**config.mk**
```make
export PLATFORM = sky130hd
export DESIGN_NAME = mips_multicycle_ctrl
export DESIGN_NICKNAME = d
export VERILOG_FILES = /design/src/rtl/mips_multicycle_ctrl.sv
export SDC_FILE = /design/constraint.sdc
export NUM_CORES = 1
export LEC_CHECK = 0
export ABC_AREA = 1
export ABC_CLOCK_PERIOD_IN_PS = 3100
export CELL_PAD_IN_SITES_DETAIL_PLACEMENT = 0
export CELL_PAD_IN_SITES_GLOBAL_PLACEMENT = 1
export CORE_ASPECT_RATIO = 1.1
export CORE_MARGIN = 10
export CORE_UTILIZATION = 28
export CTS_CLUSTER_SIZE = 8
export DETAILED_ROUTE_END_ITERATION = 6
export GPL_ROUTABILITY_DRIVEN = 0
export GPL_TIMING_DRIVEN = 0
export PLACE_DENSITY = 0.89
export SETUP_SLACK_MARGIN = 0.02
export SLEW_MARGIN = 10
export SYNTH_ARGS = -nofsm -noshare
export SYNTH_HDL_FRONTEND = slang
export SYNTH_SLANG_ARGS = --single-unit
```
**constraint.sdc**
```tcl
create_clock -name i_clk -period 3.1 [get_ports i_clk]
set_input_delay 0.31 -clock i_clk [delete_from_list [all_inputs] [get_ports i_clk]]
set_output_delay 0.31 -clock i_clk [all_outputs]
set_load 0.02 [all_outputs]
```
**src/rtl/mips_multicycle_ctrl.sv**
```systemverilog
// Multi-cycle MIPS controller: sequences FETCH/DECODE/EXEC/MEM/WB over one shared
// memory port and drives ALU, PC, register-file and byte-lane write controls.
module mips_multicycle_ctrl #(
    parameter int BYTE_LANES = 4,
    parameter int LANE_W     = $clog2(BYTE_LANES)
) (
    input  logic                  i_clk,
    input  logic                  i_reset_n,
    input  logic [31:0]           i_instr_in,
    input  logic                  i_mem_ready,
    input  logic [LANE_W-1:0]     i_mem_addr_lo,
    input  logic                  i_alu_zero,
    output logic                  o_mem_req,
    output logic                  o_mem_sel,
    output logic [BYTE_LANES-1:0] o_data_mem_wren,
    output logic                  o_ir_wren,
    output logic                  o_reg_file_wren,
    output logic [1:0]            o_reg_file_rmux_select,
    output logic [1:0]            o_reg_file_dmux_select,
    output logic                  o_alu_mux_select,
    output logic [3:0]            o_alu_control,
    output logic [2:0]            o_pc_control,
    output logic                  o_instr_done,
    output logic                  o_illegal_op
);

    typedef enum logic [2:0] {
        S_IDLE, S_FETCH, S_DECODE, S_EXEC, S_MEM, S_WB, S_HALT
    } state_t;

    localparam logic [5:0] OP_RTYPE = 6'h00;
    localparam logic [5:0] OP_J     = 6'h02;
    localparam logic [5:0] OP_JAL   = 6'h03;
    localparam logic [5:0] OP_BEQ   = 6'h04;
    localparam logic [5:0] OP_BNE   = 6'h05;
    localparam logic [5:0] OP_ADDI  = 6'h08;
    localparam logic [5:0] OP_LW    = 6'h23;
    localparam logic [5:0] OP_SB    = 6'h28;
    localparam logic [5:0] OP_SW    = 6'h2B;

    localparam logic [2:0] PC_HOLD = 3'b000;
    localparam logic [2:0] PC_INC  = 3'b001;
    localparam logic [2:0] PC_BR   = 3'b010;
    localparam logic [2:0] PC_JMP  = 3'b011;

    localparam logic [3:0] ALU_ADD  = 4'b1010;
    localparam logic [3:0] ALU_SUB  = 4'b1011;
    localparam logic [3:0] ALU_NONE = 4'b1111;

    state_t      r_state;
    state_t      w_next_state;
    logic [31:0] r_ir;
    logic        r_illegal;

    logic [5:0]  w_op;
    logic [5:0]  w_funct;
    logic        w_unused_ir;
    logic        w_is_r, w_is_addi, w_is_lw, w_is_sw, w_is_sb;
    logic        w_is_beq, w_is_bne, w_is_j, w_is_jal;
    logic        w_is_mem, w_uses_imm, w_funct_ok, w_legal, w_take;
    logic [3:0]  w_rfunct_alu;
    logic [3:0]  w_exec_alu;
    logic [BYTE_LANES-1:0] w_sb_lane;
    logic [BYTE_LANES-1:0] w_store_mask;

    assign w_op        = r_ir[31:26];
    assign w_funct     = r_ir[5:0];
    // Register fields and immediates are consumed by the datapath's own IR copy.
    assign w_unused_ir = ^r_ir[25:6];

    assign w_is_r     = (w_op == OP_RTYPE);
    assign w_is_addi  = (w_op == OP_ADDI);
    assign w_is_lw    = (w_op == OP_LW);
    assign w_is_sw    = (w_op == OP_SW);
    assign w_is_sb    = (w_op == OP_SB);
    assign w_is_beq   = (w_op == OP_BEQ);
    assign w_is_bne   = (w_op == OP_BNE);
    assign w_is_j     = (w_op == OP_J);
    assign w_is_jal   = (w_op == OP_JAL);
    assign w_is_mem   = w_is_lw | w_is_sw | w_is_sb;
    assign w_uses_imm = w_is_addi | w_is_mem;
    assign w_take     = (w_is_beq & i_alu_zero) | (w_is_bne & ~i_alu_zero);

    always_comb begin
        w_rfunct_alu = ALU_NONE;
        w_funct_ok   = 1'b1;
        case (w_funct)
            6'h24:   w_rfunct_alu = 4'b0000;
            6'h25:   w_rfunct_alu = 4'b0001;
            6'h21:   w_rfunct_alu = 4'b0010;
            6'h26:   w_rfunct_alu = 4'b0011;
            6'h27:   w_rfunct_alu = 4'b0100;
            6'h23:   w_rfunct_alu = 4'b0110;
            6'h2A:   w_rfunct_alu = 4'b0111;
            6'h00:   w_rfunct_alu = 4'b1000;
            6'h02:   w_rfunct_alu = 4'b1001;
            6'h20:   w_rfunct_alu = 4'b1010;
            6'h22:   w_rfunct_alu = 4'b1011;
            default: w_funct_ok   = 1'b0;
        endcase
    end

    assign w_legal = (w_is_r & w_funct_ok) | w_uses_imm | w_is_beq | w_is_bne
                   | w_is_j | w_is_jal;

    always_comb begin
        w_exec_alu = ALU_NONE;
        if (w_is_r)
            w_exec_alu = w_rfunct_alu;
        else if (w_uses_imm)
            w_exec_alu = ALU_ADD;
        else if (w_is_beq | w_is_bne)
            w_exec_alu = ALU_SUB;
    end

    assign w_sb_lane = BYTE_LANES'(1) << i_mem_addr_lo;

    always_comb begin
        w_store_mask = '0;
        if (w_is_sw)
            w_store_mask = '1;
        else if (w_is_sb)
            w_store_mask = w_sb_lane;
    end

    always_ff @(posedge i_clk) begin
        if (!i_reset_n) begin
            r_state   <= S_IDLE;
            r_ir      <= '0;
            r_illegal <= 1'b0;
        end else begin
            r_state <= w_next_state;
            if (r_state == S_FETCH && i_mem_ready)
                r_ir <= i_instr_in;
            if (r_state == S_DECODE && !w_legal)
                r_illegal <= 1'b1;
        end
    end

    always_comb begin
        w_next_state = r_state;
        case (r_state)
            S_IDLE:   w_next_state = S_FETCH;
            S_FETCH:  if (i_mem_ready) w_next_state = S_DECODE;
            S_DECODE: w_next_state = w_legal ? S_EXEC : S_HALT;
            S_EXEC: begin
                if (w_is_r | w_is_addi)
                    w_next_state = S_WB;
                else if (w_is_mem)
                    w_next_state = S_MEM;
                else
                    w_next_state = S_FETCH;
            end
            S_MEM:    if (i_mem_ready) w_next_state = w_is_lw ? S_WB : S_FETCH;
            S_WB:     w_next_state = S_FETCH;
            S_HALT:   w_next_state = S_HALT;
            default:  w_next_state = S_IDLE;
        endcase
    end

    always_comb begin
        o_mem_req              = 1'b0;
        o_mem_sel              = 1'b0;
        o_data_mem_wren        = '0;
        o_ir_wren              = 1'b0;
        o_reg_file_wren        = 1'b0;
        o_reg_file_rmux_select = 2'b00;
        o_reg_file_dmux_select = 2'b00;
        o_alu_mux_select       = 1'b0;
        o_alu_control          = ALU_NONE;
        o_pc_control           = PC_HOLD;
        o_instr_done           = 1'b0;
        case (r_state)
            S_IDLE: o_alu_control = 4'b0000;
            S_FETCH: begin
                o_mem_req = 1'b1;
                if (i_mem_ready) begin
                    o_ir_wren    = 1'b1;
                    o_pc_control = PC_INC;
                end
            end
            S_EXEC: begin
                o_alu_control    = w_exec_alu;
                o_alu_mux_select = w_uses_imm;
                if (w_is_beq | w_is_bne) begin
                    o_instr_done = 1'b1;
                    if (w_take)
                        o_pc_control = PC_BR;
                end
                if (w_is_j | w_is_jal) begin
                    o_pc_control = PC_JMP;
                    o_instr_done = 1'b1;
                end
                // JAL links r31 <- PC in the same cycle it redirects.
                if (w_is_jal) begin
                    o_reg_file_wren        = 1'b1;
                    o_reg_file_rmux_select = 2'b10;
                    o_reg_file_dmux_select = 2'b10;
                end
            end
            S_MEM: begin
                o_mem_req       = 1'b1;
                o_mem_sel       = 1'b1;
                o_data_mem_wren = w_store_mask;
                if (i_mem_ready && !w_is_lw)
                    o_instr_done = 1'b1;
            end
            S_WB: begin
                o_reg_file_wren        = 1'b1;
                o_instr_done           = 1'b1;
                o_reg_file_rmux_select = w_is_r ? 2'b00 : 2'b01;
                o_reg_file_dmux_select = w_is_lw ? 2'b01 : 2'b00;
            end
            default: ;
        endcase
    end

    assign o_illegal_op = r_illegal;

endmodule

```
==> results.json <==
{
  "synth_flop_cell": "dfxtp_1",
  "drive_above_1_share": 0.1826,
  "cts.reportedPaths.clkPinSlew_ns": 0.06,
  "worstPathRequired_ns": 2.79,
  "reg2reg_from": "r_state[0]$_SDFFE_PN0P_",
  "period_needed_ns": 2.393,
  "syn_area_sq_um": 1204,
  "hold_viol_final": 0,
  "numPortBuffers": 38,
  "seqPwrFrac": 0.303,
  "ys_async_sr_fraction": 0,
  "status": "complete, no violations",
  "pwr-share-comb": 0.496,
  "worst_pin_slew_ns": 0.5047,
  "relSlewSlack": 0.6610,
  "place_hpwl_um": 2790,
  "cts_setup_buffers": 0,
  "synth_cell_type_count": 31,
  "clk_latency_ns": 0.24,
  "syn_nets": 226,
  "start_util": 0.2969,
  "switching_share": 0.4081,
  "crit_family": "buffers and inverters",
  "cp_slowest_cell": "clkdlybuf4s50_1",
  "chipHeight_um": 88.77,
  "crit_buf_inv": 2,
  "fmax_mhz": 417.8,
  "skew_ns": 0.001074,
  "irDropWorstVdd_mv": 0.2466,
  "maxSlewViolCount": 0,
  "dr_total_vias": 1263,
  "n_antenna_cell": 0,
  "period_share": 0.7720,
  "grt_remaining_overflow": 0,
  "hp-class": "flip-flop to flip-flop",
  "area_growth_pct": 41.58,
  "hold_buffers": 0,
  "yosys-top-cells-area": "dfxtp_1 27%, nand2_1 9.7%, a21oi_1 7.9%",
  "synth_top_family_by_area": "simple AND/OR/NAND/NOR gates",
  "drc": 0,
  "fillers": 442,
  "synth_compound_area_frac": 0.2069,
  "htree_num_levels": 1,
  "yosys.area_share.adder": 0,
  "yosysMostFrequentCell": "nand2_1",
  "drv_cap": 0,
  "synth_edf_count": 0,
  "critPathArrivalTime_ns": 2.08,
  "cp_max_fo": 7,
  "crit_path_end_kind": "output pin",
  "ios": 60,
  "slowest_delay_ns": 0.61,
  "ant_nets": 0,
  "grt_pass1_wl_um": 5595,
  "crit_chain": "nand2_1 -> nor2_2 -> inv_1 -> or2_1 -> nor2_1 -> clkdlybuf4s50_1",
  "cts_num_sinks": 16,
  "p_leak_nw": 0.7416,
  "p_int_mw": 0.5304,
  "clockRootBuffer": "clkbuf_8",
  "power_mw": 0.8961,
  "rows": 24,
  "finalWirelength_um": 3241,
  "grt_max_degree": 11,
  "die-area_sq_um": 7324,
  "fp.coreArea_sq_um": 4054,
  "nets": 269,
  "grt_pass1_vias": 1263,
  "antenna_found_initial": 0,
  "synthDominantCellAreaShare": 0.2661,
  "grt_usage": 0.09362,
  "synth_cells": 188,
  "yosysWarningCount": 0,
  "power_density_nw_per_um2": 525.8,
  "worstSetupPathType": "flip-flop to output pin",
  "cp-startpoint": "r_state[2]$_SDFFE_PN0P_",
  "synth_seq_cells": 16,
  "dr.first_iter.drc_count": 41,
  "hp-start": "o_illegal_op$_SDFFE_PN0P_",
  "die_w_um": 82.52,
  "avgSynthCellArea_sq_um": 6.402,
  "yosysTopAreaCell": "dfxtp_1",
  "detail_route.first_pass.iterations": 4,
  "post_drt_wl_per_cell_um": 11.49,
  "start_kind": "flip-flop",
  "clk_path_buf_depth": 2,
  "viasPerCell": 4.479,
  "synthTopCellsByCount": "31 x nand2_1, 24 x inv_1, 19 x a21oi_1",
  "p_clk_frac": 0.201,
  "synth_mux_area_frac": 0,
  "fin_tns_setup_ns": 0,
  "cts.repair.resized": 0,
  "synth_simple_gate_area_frac": 0.3971,
  "setup_viol": 0,
  "numCtsBuffers": 3,
  "ys_seq_area_frac": 0.2661,
  "rsz0062_at_grt": "false",
  "switching_power_mw": 0.3657,
  "synth_xor_area_frac": 0.007277,
  "cts_tree": "built"
}
==> cells by family (layout without fill, tap and decap cells) <==
family,count (synthesis),count (layout)
simple gates,91,91
compound gates,44,44
buf+inv,35,77
flops,16,16
other cells,1,1
xor+xnor,1,1
==> per-stage QoR <==
step | util | worst slack [ns] | instance area, sq um | instances | hold WS, ns
2_1_floorplan | - | 1.347 | 1204 | 188 | 0.4449
3_3_place_gp | 0.4068 | 0.7766 | 1649 | 278 | 0.4529
3_5_place_dp | 0.4068 | 0.7684 | 1649 | 278 | 0.4598
4_1_cts | 0.4204 | 0.6780 | 1704 | 282 | 0.4728
5_1_grt | 0.4204 | 0.5224 | 1704 | 282 | 0.4938
6_report | 0.4204 | 0.7067 | 1704 | 282 | 0.4670
==> flip-flops by register name, indices dropped and copies added, names as in the netlist <==
name,flops
o_illegal_op,1
r_ir,12
r_state,3
==> tightest hold or removal path: stages (launching register included) <==
cell and delay, ns:
dfxtp_1 0.31, inv_1 0.05, a21oi_1 0.05
==> worst paths after layout <==
path                                                  end  slack [ns]  cells past startpoint
worst min-delay path            o_illegal_op$_SDFFE_PN0P_        0.47                      2
worst max-delay path                   o_data_mem_wren[2]        0.71                      6
worst max register to register      r_ir[28]$_SDFFE_PN0P_        1.69                      8
worst min register to register  o_illegal_op$_SDFFE_PN0P_        0.47                      2
==> power groups by stage <==
stage                     Clock, mW  Combinational [mW]  Sequential, mW
final                         0.180               0.444           0.272
after global routing          0.195               0.505           0.277
after CTS                     0.186               0.453           0.272
after detailed placement          0               0.452           0.276
after global placement            0               0.450           0.275
after floorplan                   0               0.297           0.272
==> metal layers <==
| metal | share of wire | vias up | GRT usage |
|---|---|---|---|
| met5 | 0 | - | 0 |
| met4 | 0.020 | 0 | 0.05023 |
| met3 | 0.071 | 4 | 0.01318 |
| met2 | 0.47 | 33 | 0.1564 |
| met1 | 0.44 | 535 | 0.1123 |
| li1 | - | 691 | - |
==> cells in the final DEF (no fill, tap or decap) <==
cell / netlist / layout
buf_2: 1 / 1
nand2_1: 31 / 31
clkdlybuf4s50_1: 0 / 38
nand3_1: 12 / 12
nand3_2: 3 / 3
a31oi_1: 1 / 1
o211ai_2: 1 / 1
inv_1: 24 / 24
nor2_2: 12 / 12
xnor2_1: 1 / 1
conb_1: 1 / 1
nor2_4: 2 / 2
dfxtp_1: 16 / 16
nor2_1: 16 / 16
nor3_4: 1 / 1
nand2_2: 5 / 5
or2_2: 1 / 1
o21ai_0: 18 / 18
nand3_4: 1 / 1
clkbuf_1: 1 / 1
nor3_1: 1 / 1
inv_2: 6 / 6
buf_4: 3 / 3
or2_1: 2 / 2
nand4_1: 3 / 3
a21oi_1: 19 / 19
and3_1: 1 / 1
o31ai_1: 1 / 1
o21ai_1: 1 / 1
clkbuf_8: 0 / 4
a21oi_2: 1 / 1
o21ai_4: 1 / 1
a21boi_0: 1 / 1
==> area by class of cell <==
class	instances	area, sq um	share of cell area
Tap cell	52	65.06	0.03818
Clock buffer	4	55.05	0.03231
Multi-Input combinational cell	137	739.5	0.4339
Inverter	30	112.6	0.06608
Buffer	5	31.28	0.01836
Sequential cell	16	320.3	0.1880
Timing Repair Buffer	38	380.4	0.2232
No activity file was read; power rests on OpenSTA's default activity.
